`src/rtl/neural_pkg.sv`:
```
// Shared constants, FSM state type and bus field helpers
// for the neuron multiply-accumulate datapath.
package neural_pkg;

    localparam int WIDTH     = 22;
    localparam int BUS_WIDTH = 16;
    localparam int MAX_TERMS = 64;
    localparam int TERM_W    = $clog2(MAX_TERMS);
    localparam int CNT_W     = TERM_W + 1;

    typedef enum logic [1:0] {
        IDLE,
        ACCUM,
        DRAIN,
        DONE
    } mac_state_t;

    function automatic logic [7:0] get_weight(
        input logic [BUS_WIDTH-1:0] bus
    );
        return bus[15:8];
    endfunction

    function automatic logic [7:0] get_input(
        input logic [BUS_WIDTH-1:0] bus
    );
        return bus[7:0];
    endfunction

endpackage

```
`src/rtl/mac_product_stage.sv`:
```
// Registered unsigned 8x8 multiplier with a product-valid flag.
// The flag marks a product that the accumulator must add next cycle.
module mac_product_stage
    import neural_pkg::*;
(
    input  logic        clk,
    input  logic        rst,
    input  logic        clr,
    input  logic        beat,
    input  logic [7:0]  weight,
    input  logic [7:0]  x,
    output logic [15:0] prod,
    output logic        prod_valid
);

    logic [15:0] prod_q, prod_d;
    logic        pv_q, pv_d;

    // Capture a new product on each accepted beat; start clears it
    always_comb begin
        prod_d = prod_q;
        pv_d   = beat;
        if (beat) begin
            prod_d = 16'(weight) * 16'(x);
        end
        if (clr) begin
            prod_d = '0;
            pv_d   = 1'b0;
        end
    end

    // Product and valid flag registers
    always_ff @(posedge clk) begin
        if (rst) begin
            prod_q <= '0;
            pv_q   <= 1'b0;
        end else begin
            prod_q <= prod_d;
            pv_q   <= pv_d;
        end
    end

    assign prod       = prod_q;
    assign prod_valid = pv_q;

endmodule

```
`src/rtl/mac_unit.sv`:
```
// Neuron multiply-accumulate: sums num_terms weight*input products
// and holds the final sum on mac_output for the threshold comparator.
module mac_unit
    import neural_pkg::*;
(
    input  logic                 clk,
    input  logic                 rst,
    input  logic                 start,
    input  logic [TERM_W-1:0]    num_terms,
    input  logic                 in_valid,
    output logic                 in_ready,
    input  logic [BUS_WIDTH-1:0] input_bus,
    output logic [WIDTH-1:0]     mac_output,
    output logic                 mac_valid,
    output logic                 busy
);

    mac_state_t       state_q, state_d;
    logic [CNT_W-1:0] cnt_q, cnt_d;
    logic [WIDTH-1:0] acc_q, acc_d;
    logic [WIDTH-1:0] out_q, out_d;
    logic             valid_q, valid_d;

    logic             start_acc;
    logic             beat;
    logic [15:0]      prod;
    logic             prod_valid;
    logic [CNT_W-1:0] load_cnt;

    // Start is only honoured between neurons; ACCUM/DRAIN ignore it
    assign start_acc = start &&
                       (state_q == IDLE || state_q == DONE);
    assign in_ready  = (state_q == ACCUM) && (cnt_q != '0);
    assign beat      = in_valid && in_ready;
    assign busy      = (state_q == ACCUM) || (state_q == DRAIN);
    assign load_cnt  = (num_terms == '0) ?
                       CNT_W'(MAX_TERMS) :
                       {1'b0, num_terms};

    mac_product_stage u_prod (
        .clk        (clk),
        .rst        (rst),
        .clr        (start_acc),
        .beat       (beat),
        .weight     (get_weight(input_bus)),
        .x          (get_input(input_bus)),
        .prod       (prod),
        .prod_valid (prod_valid)
    );

    // Next-state, counter, accumulator and result-latch logic
    always_comb begin
        state_d = state_q;
        cnt_d   = cnt_q;
        out_d   = out_q;
        valid_d = valid_q;
        acc_d   = acc_q;
        if (prod_valid) begin
            acc_d = acc_q + WIDTH'(prod);
        end
        unique case (state_q)
            IDLE, DONE: begin
                if (start_acc) begin
                    cnt_d   = load_cnt;
                    acc_d   = '0;
                    valid_d = 1'b0;
                    state_d = ACCUM;
                end
            end
            ACCUM: begin
                if (beat) begin
                    cnt_d = cnt_q - 1'b1;
                    if (cnt_q == CNT_W'(1)) begin
                        state_d = DRAIN;
                    end
                end
            end
            DRAIN: begin
                // acc_d already includes the final product here
                out_d   = acc_d;
                valid_d = 1'b1;
                state_d = DONE;
            end
        endcase
    end

    // FSM and datapath registers
    always_ff @(posedge clk) begin
        if (rst) begin
            state_q <= IDLE;
            cnt_q   <= '0;
            acc_q   <= '0;
            out_q   <= '0;
            valid_q <= 1'b0;
        end else begin
            state_q <= state_d;
            cnt_q   <= cnt_d;
            acc_q   <= acc_d;
            out_q   <= out_d;
            valid_q <= valid_d;
        end
    end

    assign mac_output = out_q;
    assign mac_valid  = valid_q;

endmodule

```
`config.mk`:
```
export PLATFORM = sky130hd
export DESIGN_NAME = mac_unit
export DESIGN_NICKNAME = d
export VERILOG_FILES = /design/src/rtl/neural_pkg.sv /design/src/rtl/mac_product_stage.sv /design/src/rtl/mac_unit.sv
export SDC_FILE = /design/constraint.sdc
export NUM_CORES = 1
export LEC_CHECK = 0
export BUFFER_PORTS_ARGS = -buffer_cell sky130_fd_sc_hd__buf_2
export CAP_MARGIN = 10
export CORE_UTILIZATION = 45
export CTS_CLUSTER_DIAMETER = 80
export DETAILED_ROUTE_END_ITERATION = 7
export PLACE_DENSITY_LB_ADDON = 0.2
export SETUP_SLACK_MARGIN = 0.05
export SYNTH_ARGS = -nofsm -noshare
export SYNTH_HDL_FRONTEND = slang
export SYNTH_SLANG_ARGS = --single-unit
```
`constraint.sdc`:
```
create_clock -name clk -period 7.1 [get_ports clk]
set_input_delay 0.71 -clock clk [delete_from_list [all_inputs] [get_ports clk]]
set_output_delay 0.71 -clock clk [all_outputs]
set_load 0.03 [all_outputs]
```
==> results.md <==
* Status: completed
* Avg WL per Cell at 13.8 µm
* Gpl congestion at 0.899
* DRC Markers at 0
* Hold Vio Cnt, Final at 0
* Mean Syn Cell Area at 8.55 µm²
* Worst-Skew Late Latency at 0.33 ns
* Power Internal at 1.11 mW
* Ports at 51
* Clock-pin slew on the worst setup and hold paths at 0.06 ns
* Switching Fraction at 41.5%
* Setup TNS at 0 ns
* Actual slew at the worst max-slew pin at 0.820 ns
* Worst min path class: reg2reg
* P per Cell Area at 300 nW/µm²
* Crit start category: primary input
* Clock Skew at 0.00813 ns
* Grt total ovfl at 0
* Vias in the first global route at 4674
* DP Wirelength at 9.48 mm
* Total CTS buffers at 9
* First-pass GRT wire length at 21.0 mm
* Clock power frac at 23.8%
* Mapped cell area at 5620 µm²
* Clk root buf: clkbuf_16
* Area grow syn2layout at 12.6%
* Yosys Warn Count at 0
* Die height at 114 µm
* Die Wd at 114 µm
* Post-CTS Resized at 0
* Initial antenna violation count at 0
* Initial drt markers at 274
* First drt pass iteration count at 4
* CTS tree: done
* Final #Nets at 822
* Total core area at 12100 µm²
* Final setup fails at 0
* Initial Utilization at 46.4%
* Util after Layout at 52.3%
* Comb power frac at 49.5%
* EDFF count, synth at 0
* FFs w/ async S/R, synth at 0%
* Slew headroom at 45.3%
* Slew Limit Fails at 0
* Flop pwr share at 26.7%
* Clk buf depth at 2
* Gr usage total at 19.9%
* Post-DRT Antenna Nets at 0
* Share of layout cells above drive strength 1 at 11.8%
* Synth Net Count at 779
* Setup crit end kind: register
* DRT Wirelength at 12.0 mm
* Fin crit share at 65.6%
* Sink Count at 71
* Number of vias in the routed layout at 4584
* Mapped Cells at 658
* Net load switching power at 0.790 mW
* Critical path data required time at 7.31 ns
* Register bit total from synthesis at 71
* Critical Path AT at 4.87 ns
* Row count at 40
* Critical path type: in2reg
* Peak VDD IR at 0.141 mV
* Pleak at 2.82 nW
* Max Clock Freq at 215 MHz
* Post-synthesis cell type count at 56
* Pin count of the biggest net entering global routing at 43
* Max-cap violations at 0
* Die footprint at 12900 µm²
* Port buffer count at 50
* Vias/cell at 5.24
* Sequential area share after synthesis at 25.3%
* ANT cells at 0
* Tmin final at 4.66 ns
* # Post-CTS Setup Buffers at 0
* RSZ-0062 raised after global routing: no
* Top FF cell, synth: dfxtp_1
* CP Max Fanout at 8
* Hold-fix buffers at CTS at 0
* H-tree levels at 3
## cells in the final DEF (no fill, tap or decap), types with 10 or more instances in the layout
master,netlist,layout
a211oi_1,22,22
buf_2,2,50
nand3_1,13,13
dfxtp_1,71,71
inv_1,65,65
and2_1,49,49
nand2_1,63,63
o21ai_0,22,22
ha_1,58,58
a21oi_1,40,40
xnor2_1,14,14
mux2i_1,11,11
xor2_1,10,10
nor2_1,65,65
fa_1,37,37
## flip-flops by register name, indices dropped and copies added (netlist names)
signal,count
acc_q,22
mac_output,22
u_prod.prod,16
cnt_q,7
state_q,2
mac_valid,1
u_prod.prod_valid,1
## Yosys cell counts, drive strengths merged, types with 10 or more instances
cell type	count	area [µm²]
and2	50	313
o21ai	22	110
mux2i	11	110
xnor2	14	123
inv	65	244
fa	37	741
clkbuf	18	68.8
nand2	64	243
a211oi	23	178
a21oi	40	200
nor2	65	244
nand3	13	65.1
dfxtp	71	1420
xor2	10	87.6
ha	58	726
## critical path, cell delays in order
cell	delay [ns]
buf_2	0.14
and2_1	0.18
fa_1	0.54
inv_1	0.05
fa_1	0.48
inv_1	0.06
fa_1	0.53
inv_1	0.05
fa_1	0.52
inv_1	0.04
ha_1	0.21
or3_1	0.41
o21a_1	0.19
nor2_1	0.14
o21ai_0	0.12
or2_2	0.29
a32o_1	0.20
## worst paths after layout
kind	start	endpoint	slack (ns)	cells after the start
max	input_bus[11]	u_prod.prod[13]$_SDFFE_PP0P_	2.44	17
min	u_prod.prod[0]$_SDFFE_PP0P_	u_prod.prod[0]$_SDFFE_PP0P_	0.45	2
max reg2reg	state_q[1]$_SDFFE_PP0P_	cnt_q[5]$_SDFFE_PP0P_	4.42	9
min reg2reg	u_prod.prod[0]$_SDFFE_PP0P_	u_prod.prod[0]$_SDFFE_PP0P_	0.45	2
## kinds of logic after synthesis
family,synth area share (%)
simple gates,20.2
compound gates,16.4
fa+ha+maj,26.1
buf+inv,5.81
flops,25.3
xor+xnor,3.74
mux,2.56
## cell type report
type / instances / area (µm²)
inverter: 65 / 244
clock buffer: 11 / 253
tap: 168 / 210
sequential: 71 / 1420
clock inverter: 5 / 56.3
timing repair buffer: 53 / 273
fill: 1140 / 5780
multi-input combinational: 501 / 3870
## metal layers
metal	share of wire (%)	global-route usage (%)
met4	1.4	7.10
met1	49	26.2
met5	0	0
met3	2.6	2.82
met2	47	33.5
## metrics by stage
| stage | instance area (µm²) | hold slack (ns) | setup WS (ns) | power (mW) | instances |
|---|---|---|---|---|---|
| after CTS | 6330 | 0.461 | 2.44 | 1.92 | 874 |
| after global routing | 6330 | 0.474 | 2.23 | 2.08 | 874 |
| after detailed placement | 6020 | 0.453 | 2.09 | 1.46 | 858 |
| final | 6330 | 0.455 | 2.44 | 1.90 | 874 |
| after global placement | 6020 | 0.452 | 2.17 | 1.43 | 858 |
| after floorplan | 5620 | 0.436 | 2.43 | 1.25 | 658 |
## power groups by stage
stage / combinational, mW / sequential, mW / clock, mW
global route: 1.07 / 0.520 / 0.485
detailed placement: 0.940 / 0.517 / 0
finish: 0.942 / 0.509 / 0.452
global placement: 0.913 / 0.514 / 0
CTS: 0.946 / 0.509 / 0.465
floorplan: 0.682 / 0.570 / 0
Note: power is estimated with default switching activity, not from simulation.
